`config.mk`:
```
export PLATFORM = sky130hd
export DESIGN_NAME = ads8681_seq_flat
export DESIGN_NICKNAME = d
export VERILOG_FILES = /design/src/rtl/ads8681_seq_if.sv /design/src/rtl/ads8681_seq.sv /design/src/flat_wrapper.sv
export SDC_FILE = /design/constraint.sdc
export NUM_CORES = 1
export LEC_CHECK = 0
export CAP_MARGIN = 20
export CORE_MARGIN = 2
export CORE_UTILIZATION = 50
export DETAILED_ROUTE_END_ITERATION = 6
export PLACE_DENSITY = 0.79
export SLEW_MARGIN = 40
export SYNTH_ARGS = -nofsm -noshare
export SYNTH_HDL_FRONTEND = slang
export SYNTH_SLANG_ARGS = --single-unit
export TNS_END_PERCENT = 20
```
`constraint.sdc`:
```
create_clock -name clk_in -period 3.4 [get_ports clk_in]
set_input_delay 0.51 -clock clk_in [delete_from_list [all_inputs] [get_ports clk_in]]
set_output_delay 0.51 -clock clk_in [all_outputs]
set_load 0.05 [all_outputs]
```
`src/rtl/ads8681_seq_if.sv`:
```
// Signal bundle between the ADS8681 sequencer and its user/ADC side.
// The slave modport is the sequencer's view, and the master modport is the surrounding system's view.
interface ads8681_seq_if;
   logic        start;
   logic        cont;
   logic        cmd_valid;
   logic        cmd_ready;
   logic [31:0] cmd_word;
   logic        cs_n;
   logic        sclk;
   logic        sdi;
   logic        sdo;
   logic        rvs;
   logic [15:0] dout;
   logic        dout_valid;
   logic        busy;
   logic        rvs_err;

   modport slave (
      input  start, cont, cmd_valid, cmd_word, sdo, rvs,
      output cmd_ready, cs_n, sclk, sdi, dout, dout_valid, busy, rvs_err
   );

   modport master (
      output start, cont, cmd_valid, cmd_word, sdo, rvs,
      input  cmd_ready, cs_n, sclk, sdi, dout, dout_valid, busy, rvs_err
   );
endinterface

```
`src/rtl/ads8681_seq.sv`:
```
// ADS8681 conversion/readout sequencer.
// Each frame runs: cs_n high for the conversion, a wait for RVS, then one 32-bit SPI mode-0 frame.
module ads8681_seq #(
   parameter int HALF_DIV    = 2,
   parameter int CONV_CYCLES = 100,
   parameter int RVS_TIMEOUT = 1000
) (
   input logic          clk_in,
   input logic          rst_n,
   ads8681_seq_if.slave bus
);
   typedef enum logic [2:0] {IDLE, CONV, WAIT_RVS, SHIFT, DONE} state_t;

   localparam logic [31:0] CONV_LAST = 32'(CONV_CYCLES - 1);
   localparam logic [31:0] TMO_LAST  = 32'(RVS_TIMEOUT - 1);
   localparam logic [7:0]  HALF_LAST = 8'(HALF_DIV - 1);

   state_t      state_q;
   logic [31:0] cnt_q;
   logic [7:0]  half_q;
   logic [4:0]  bit_q;
   logic        cs_n_q, sclk_q, sdi_q;
   logic [30:0] tx_q, rx_q;
   logic [31:0] cmd_q;
   logic        pend_q, tx_cmd_q;
   logic [15:0] dout_q;
   logic        dout_valid_q, rvs_err_q;
   logic        rvs_m_q, rvs_s_q;

   logic        cmd_acc_d;
   logic [31:0] rx_d;
   logic [31:0] tx_word_d;

   assign cmd_acc_d = bus.cmd_valid & ~pend_q;
   assign rx_d      = {rx_q, bus.sdo};
   assign tx_word_d = pend_q ? cmd_q : 32'h0000_0000;

   assign bus.cmd_ready  = ~pend_q;
   assign bus.cs_n       = cs_n_q;
   assign bus.sclk       = sclk_q;
   assign bus.sdi        = sdi_q;
   assign bus.dout       = dout_q;
   assign bus.dout_valid = dout_valid_q;
   assign bus.busy       = (state_q != IDLE);
   assign bus.rvs_err    = rvs_err_q;

   always_ff @(posedge clk_in) begin
      if (!rst_n) begin
         state_q      <= IDLE;
         cnt_q        <= '0;
         half_q       <= '0;
         bit_q        <= '0;
         cs_n_q       <= 1'b0;
         sclk_q       <= 1'b0;
         sdi_q        <= 1'b0;
         pend_q       <= 1'b0;
         tx_cmd_q     <= 1'b0;
         dout_q       <= 16'h0000;
         dout_valid_q <= 1'b0;
         rvs_err_q    <= 1'b0;
         rvs_m_q      <= 1'b0;
         rvs_s_q      <= 1'b0;
      end else begin
         dout_valid_q <= 1'b0;
         rvs_m_q      <= bus.rvs;
         rvs_s_q      <= rvs_m_q;
         if (cmd_acc_d) begin
            pend_q <= 1'b1;
            cmd_q  <= bus.cmd_word;
         end
         case (state_q)
            IDLE: begin
               cs_n_q <= 1'b0;
               sclk_q <= 1'b0;
               sdi_q  <= 1'b0;
               if (bus.start) begin
                  state_q   <= CONV;
                  cs_n_q    <= 1'b1;
                  cnt_q     <= CONV_LAST;
                  rvs_err_q <= 1'b0;
               end
            end
            CONV: begin
               if (cnt_q == '0) begin
                  state_q <= WAIT_RVS;
                  cnt_q   <= '0;
               end else begin
                  cnt_q <= cnt_q - 32'd1;
               end
            end
            WAIT_RVS: begin
               // The frame payload is frozen here; a command accepted later waits for the next frame.
               if (rvs_s_q) begin
                  state_q  <= SHIFT;
                  cs_n_q   <= 1'b0;
                  sclk_q   <= 1'b0;
                  half_q   <= HALF_LAST;
                  bit_q    <= '0;
                  tx_q     <= tx_word_d[30:0];
                  sdi_q    <= tx_word_d[31];
                  tx_cmd_q <= pend_q;
               end else if (cnt_q == TMO_LAST) begin
                  state_q   <= IDLE;
                  cs_n_q    <= 1'b0;
                  rvs_err_q <= 1'b1;
               end else begin
                  cnt_q <= cnt_q + 32'd1;
               end
            end
            SHIFT: begin
               if (half_q != '0) begin
                  half_q <= half_q - 8'd1;
               end else begin
                  half_q <= HALF_LAST;
                  if (!sclk_q) begin
                     sclk_q <= 1'b1;
                  end else begin
                     // Last cycle of the high phase: capture sdo, then drop sclk and advance sdi.
                     sclk_q <= 1'b0;
                     rx_q   <= rx_d[30:0];
                     if (bit_q == 5'd31) begin
                        state_q      <= DONE;
                        sdi_q        <= 1'b0;
                        dout_q       <= rx_d[31:16];
                        dout_valid_q <= 1'b1;
                        if (tx_cmd_q) pend_q <= 1'b0;
                     end else begin
                        bit_q <= bit_q + 5'd1;
                        tx_q  <= {tx_q[29:0], 1'b0};
                        sdi_q <= tx_q[30];
                     end
                  end
               end
            end
            DONE: begin
               sclk_q <= 1'b0;
               if (bus.cont) begin
                  state_q <= CONV;
                  cs_n_q  <= 1'b1;
                  cnt_q   <= CONV_LAST;
               end else begin
                  state_q <= IDLE;
               end
            end
            default: state_q <= IDLE;
         endcase
      end
   end
endmodule

```
`src/flat_wrapper.sv`:
```
// flat-port wrapper written by rule: the top's interface ports become plain ports
module ads8681_seq_flat 
#(
   parameter int HALF_DIV    = 2,
   parameter int CONV_CYCLES = 100,
   parameter int RVS_TIMEOUT = 1000
)
  (clk_in, rst_n, bus_start, bus_cont, bus_cmd_valid, bus_cmd_word, bus_sdo, bus_rvs, bus_cmd_ready, bus_cs_n, bus_sclk, bus_sdi, bus_dout, bus_dout_valid, bus_busy, bus_rvs_err);
  ads8681_seq_if bus_i ();
  input logic clk_in;
  input logic rst_n;
  input wire logic [$bits(bus_i.start)-1:0] bus_start;
  input wire logic [$bits(bus_i.cont)-1:0] bus_cont;
  input wire logic [$bits(bus_i.cmd_valid)-1:0] bus_cmd_valid;
  input wire logic [$bits(bus_i.cmd_word)-1:0] bus_cmd_word;
  input wire logic [$bits(bus_i.sdo)-1:0] bus_sdo;
  input wire logic [$bits(bus_i.rvs)-1:0] bus_rvs;
  output wire logic [$bits(bus_i.cmd_ready)-1:0] bus_cmd_ready;
  output wire logic [$bits(bus_i.cs_n)-1:0] bus_cs_n;
  output wire logic [$bits(bus_i.sclk)-1:0] bus_sclk;
  output wire logic [$bits(bus_i.sdi)-1:0] bus_sdi;
  output wire logic [$bits(bus_i.dout)-1:0] bus_dout;
  output wire logic [$bits(bus_i.dout_valid)-1:0] bus_dout_valid;
  output wire logic [$bits(bus_i.busy)-1:0] bus_busy;
  output wire logic [$bits(bus_i.rvs_err)-1:0] bus_rvs_err;
  assign bus_i.start = bus_start;
  assign bus_i.cont = bus_cont;
  assign bus_i.cmd_valid = bus_cmd_valid;
  assign bus_i.cmd_word = bus_cmd_word;
  assign bus_i.sdo = bus_sdo;
  assign bus_i.rvs = bus_rvs;
  assign bus_cmd_ready = bus_i.cmd_ready;
  assign bus_cs_n = bus_i.cs_n;
  assign bus_sclk = bus_i.sclk;
  assign bus_sdi = bus_i.sdi;
  assign bus_dout = bus_i.dout;
  assign bus_dout_valid = bus_i.dout_valid;
  assign bus_busy = bus_i.busy;
  assign bus_rvs_err = bus_i.rvs_err;
  ads8681_seq #(.HALF_DIV(HALF_DIV), .CONV_CYCLES(CONV_CYCLES), .RVS_TIMEOUT(RVS_TIMEOUT)) u_core (.clk_in(clk_in), .rst_n(rst_n), .bus(bus_i));
endmodule
```
Yosys cells after proc, flatten, opt, wreduce, memory -nomap -nowiden
Cells that the tools add are included.
{ "word_totals": {"regBits": 167, "in_bits": 39, "output_inout_bits": 23, "elab_cells": 124} }
{ "classes": {"addsub": 4, "n_eq_ne": 18, "muxes": 54, "n_bitwise": 6, "n_reduce_logical": 25} }
{ "ops": {"columns": ["operator", "count"], "rows": [
  ["$mux W32", 6],
  ["$pmux W32 S4", 1],
  ["$mux W31", 4],
  ["$pmux W31 S2", 1],
  ["$add A32 B1 Y32 const B", 1],
  ["$eq A32 B10 Y1 const B", 1],
  ["$logic_not A32 Y1", 1],
  ["$sub A32 B1 Y32 const B", 1],
  ["$mux W1", 22],
  ["$mux W3", 7],
  ["$mux W5", 4],
  ["$mux W8", 2],
  ["$pmux W8 S2", 1],
  ["$reduce_and A4 Y1", 4],
  ["$pmux W3 S5", 1],
  ["$ne A2 B2 Y1 const B", 6],
  ["$reduce_and A6 Y1", 2],
  ["$reduce_bool A3 Y1", 4],
  ["$ne A2 B1 Y1 const B", 5],
  ["$pmux W5 S2", 1],
  ["$reduce_and A5 Y1", 2],
  ["$pmux W1 S3", 3],
  ["$reduce_bool A8 Y1", 1],
  ["$sub A8 B1 Y8 const B", 1],
  ["16 further kinds", 25]
]} }

Logic depth before layout (Yosys ltp)
{ "logic_depth": {"word_depth": 8, "mapped_depth": 10, "depth_no_buf": 8} }

Worst setup path before layout
Ideal clock, no wire load.
{ "synth_timing": {"path_type": "register to register", "start": "reg u_core.state_q[1]", "end": "reg u_core.tx_q[0], enable pin", "setup_time_ps": 419, "t_arrival_ps": 2884, "t_required_ps": 2981, "path_slack_ps": 97, "stages_incl_launch_ff": 6, "n_path_buf": 1, "synth_period_minus_slack_ps": 3303, "cell_sequence": "dfxtp_1 -> clkbuf_1 -> nor3b_1 -> a21oi_1 -> a21o_1 -> nor2_1"} }
{ "synth_via": {"elab_chain_len": 3, "word_cells_on_any_way": 8, "cone_classes": "eq/ne (6); reduce/logical (2)"} }
{ "synth_rtl": {"columns": ["element", "line", "rtl"], "rows": [
  ["start: declaration", "ads8681_seq.sv:18", "state_t state_q;"],
  ["start signal: assignment", "ads8681_seq.sv:49", "state_q <= IDLE;"],
  ["start signal: assignment", "ads8681_seq.sv:77", "state_q <= CONV;"],
  ["start signal: assignment", "ads8681_seq.sv:85", "state_q <= WAIT_RVS;"],
  ["$eq A3 B2 Y1", "ads8681_seq.sv:71", "case (state_q)"],
  ["$ne A2 B2 Y1 (no line), or another cell as far along", null, null],
  ["$reduce_and A6 Y1 (no line) *", null, null],
  ["end signal: assignment", "ads8681_seq.sv:99", "tx_q <= tx_word_d[30:0];"],
  ["end signal: assignment", "ads8681_seq.sv:129", "tx_q <= {tx_q[29:0], 1'b0};"],
  ["end: declaration", "ads8681_seq.sv:23", "logic [30:0] tx_q, rx_q;"]
]} }
Every way passes the cells marked *; elsewhere a longest branch is shown, timed or not.
A chain may end at the register's enable or synchronous reset.

Final worst setup path
{ "layout_timing": {"start": "reg u_core.cnt_q[16]", "end": "reg u_core.cnt_q[20]"} }
{ "layout_via": {"elab_chain_len": 4, "word_cells_on_any_way": 10, "cone_classes": "add/sub (2); eq/ne (2); mux (4); reduce/logical (2)"} }
{ "layout_rtl": {"columns": ["element", "line", "rtl"], "rows": [
  ["start: declaration", "ads8681_seq.sv:19", "logic [31:0] cnt_q;"],
  ["start signal: assignment", "ads8681_seq.sv:88", "cnt_q <= cnt_q - 32'd1;"],
  ["start signal: assignment", "ads8681_seq.sv:107", "cnt_q <= cnt_q + 32'd1;"],
  ["$add A32 B1 Y32", "ads8681_seq.sv:107", null],
  ["$mux W32", "ads8681_seq.sv:102", "end else if (cnt_q == TMO_LAST) begin"],
  ["$mux W32", "ads8681_seq.sv:93", "if (rvs_s_q) begin"],
  ["$pmux W32 S4", "ads8681_seq.sv:71", null]
]} }
Parallel ways exist; a longest one is shown, timed or not. The select of a mux whose other input is x is not followed.

==> impl_metrics.ini <==
[finish]
drive_gt1_share_pct = 9.47
layout-area-overhead-vs-synth_pct = 19.0
final_core_util_pct = 61.2
antenna-diode-count = 0
final_net_count = 899

[floorplan]
floorplan.die.width_um = 129
die_h_um = 129
initial_cell_density_of_the_core_pct = 51.4
die_area_sq_mm = 0.0167
placementRows = 45
core_sq_mm = 0.0153
ioPinCount = 62

[clocking]
clkLatencyLatePin_ns = 0.44
cts_buffers = 17
post_cts_resized = 0
clock_sinks = 167
ctsHtreeMaxLevel = 4
cts.clk_slew.worst_paths_ns = 0.08
cts_hold_buffers = 0
clock_path_buffers = 2
cts_setup_buffers = 0
clk_root_buffer_cell = sky130_fd_sc_hd__clkbuf_16
tritoncts = built

[sta]
hold_viol = 0
fmax_mhz = 326
final.min_clock_period_ns = 3.07
slew_violations = 0
timing.final.ws_setup_ns = 0.328
skew_ns = 0.0130
slew_headroom_pct = 44.4
grt_setup_unrepaired = false
final.period_utilization_pct = 90.4
setup_total_negative_slack_ns = 0
setup_violators_final = 0
worst-slew-pin-transition_ns = 0.829

[routing]
drt_pre_antenna_iters = 7
viasPerCell = 6.10
wl_per_cell_um = 18.1
routed-via-count = 6572
antenna_violating_nets_post_route = 0
routed_wirelength_um = 19500
drc_errors = 0
drt_iter0_markers = 719

[pwr]
leakagePower_nw = 3.31
power.ir.vdd_worst_mv = 0.496
fin_total_pwr_w = 0.00636
power_per_cell_area_mw_per_mm2 = 681

[placed_design]
gp_congestion = 0.910
detailedPlace.worstSlack_ns = 0.334
hpwl_um = 12300
place.port_buffers = 61

[status]
outcome = completed

[grt]
global_route_wire_length_before_repair_um = 31900
grt_antenna_before_repair = 0
grt_pass1_vias = 6233
groute.usage.overall_pct = 24.4
globalRouteOverflowTotal = 0
grt_start_max_net_pins = 36

[run]
drv_cap = 0

[synth]
netlist_instances = 801
ys_types = 76
async_reset_ff_share_pct = 0
netlist_area_sq_mm = 0.00784
synth.avg_cell_area_sq_um = 9.79
synth_warnings = 0
synth_net_count = 847
flip_flop_and_latch_count_after_synthesis = 167
register_area_share_after_synthesis_pct = 54.6
synth-edff-count = 94
main_synth_ff_type = sky130_fd_sc_hd__edfxtp_1

[critical_path]
worst_setup_path_end_kind = flip-flop
cp_max_fo = 13
critPathRequiredTime_ns = 3.73
critPathKind = flip-flop to flip-flop
critPathArrivalTime_ns = 3.41
crit_path_start_kind = flip-flop

[hold_path]
worstHoldPathType = flip-flop to flip-flop
[layer usage]
layer	vias to the layer above	part of all wire [%]	wire length [um]	track usage (%)
li1	3094	-	-	-
met5	-	0	0	0
met2	364	47	9220	38.6
met4	0	2.8	539	10.3
met3	58	8.4	1630	5.04
met1	3056	41	8070	32.9
[worst max-delay path, stage by stage (launching register included)]
cell,delay [ns]
sky130_fd_sc_hd__dfxtp_1,0.41
sky130_fd_sc_hd__or4_4,0.62
sky130_fd_sc_hd__or4b_4,0.64
sky130_fd_sc_hd__or3_1,0.47
sky130_fd_sc_hd__nand2_1,0.38
sky130_fd_sc_hd__nor4_1,0.11
sky130_fd_sc_hd__o311a_1,0.33
[synth_stat cells (all sizes together), types with 7 or more instances]
library cell,count,area (sq um)
nand2,135,507
edfxtp,94,2820
o21ai,33,165
nor3,29,161
clkbuf,52,195
xor2,9,78.8
dfxtp,73,1460
inv,12,45.0
nand3,45,225
or3,14,87.6
and3,13,86.3
a21oi,42,214
nand4,18,113
or4,8,67.6
nor4,18,113
o22ai,7,43.8
ha,7,87.6
a22oi,9,67.6
nor2,50,188
[power breakdown]
group	internal, W	switching [W]
combinational	0.000702	0.00121
sequential	0.00224	0.000134
clock	0.00113	0.000937
[logic make-up (layout without fill, tap and decap cells)]
family	count (synthesis)	in the layout	synth area share, %
buffers and inverters	70	135	3.68
multiplexers	4	4	0.526
adder cells (fa/ha/maj)	7	7	1.12
XOR/XNOR	13	13	1.45
AND/OR/NAND/NOR	368	368	23.6
AO/OA/AOI/OAI	172	172	15.0
flip-flops	167	167	54.6
[layout make-up]
cell class,instances,area [sq um]
clock buffers,17,425
multi-input cells,564,3280
inverters,12,45.0
repair buffers,91,836
flip-flops and latches,167,4280
clock inverters,15,200
well taps,211,264
fillers,1215,5920
[flip-flops by register name, summed over array words and instances, names as in the netlist, 3 cells and up]
signal,flops
u_core.half_q,8
u_core.rx_q,31
u_core.state_q,3
u_core.cnt_q,32
u_core.bus.dout,16
u_core.tx_q,31
u_core.cmd_q,32
u_core.bit_q,5
[path summary, 6_finish.rpt]
check,endpoint,start,slack (ns),cells past startpoint
hold / removal,u_core.rx_q[10]$_DFFE_PP_,u_core.rx_q[9]$_DFFE_PP_,0.42,0
setup reg to reg,u_core.cnt_q[20]$_SDFFE_PN0P_,u_core.cnt_q[16]$_SDFFE_PN0P_,0.33,6
setup / recovery,u_core.cnt_q[20]$_SDFFE_PN0P_,u_core.cnt_q[16]$_SDFFE_PN0P_,0.33,6
hold reg to reg,u_core.rx_q[10]$_DFFE_PP_,u_core.rx_q[9]$_DFFE_PP_,0.42,0
[cell usage in the layout (no fill, tap or decap), types with 9 or more instances in the layout]
cell type	netlist	final
sky130_fd_sc_hd__a21oi_1	41	41
sky130_fd_sc_hd__a22oi_1	9	9
sky130_fd_sc_hd__and3_1	12	12
sky130_fd_sc_hd__buf_4	0	30
sky130_fd_sc_hd__clkbuf_16	0	17
sky130_fd_sc_hd__clkdlybuf4s50_1	0	61
sky130_fd_sc_hd__dfxtp_1	73	73
sky130_fd_sc_hd__edfxtp_1	94	94
sky130_fd_sc_hd__inv_1	12	12
sky130_fd_sc_hd__nand2_1	135	135
sky130_fd_sc_hd__nand3_1	45	45
sky130_fd_sc_hd__nand4_1	18	18
sky130_fd_sc_hd__nor2_1	50	48
sky130_fd_sc_hd__nor3_1	27	27
sky130_fd_sc_hd__nor4_1	18	18
sky130_fd_sc_hd__o21ai_0	32	32
sky130_fd_sc_hd__or3_1	14	14
sky130_fd_sc_hd__xor2_1	9	9
[metrics by stage]
| step | hold WS [ns] | instances | instance area (sq um) |
|---|---|---|---|
| after floorplan | 0.400 | 801 | 7840 |
| after global placement | 0.404 | 1045 | 8710 |
| after detailed placement | 0.406 | 1045 | 8710 |
| final | 0.420 | 1077 | 9340 |
| after CTS | 0.422 | 1077 | 9330 |
| after global routing | 0.424 | 1077 | 9340 |
Note: power is estimated with default switching activity, not from simulation.
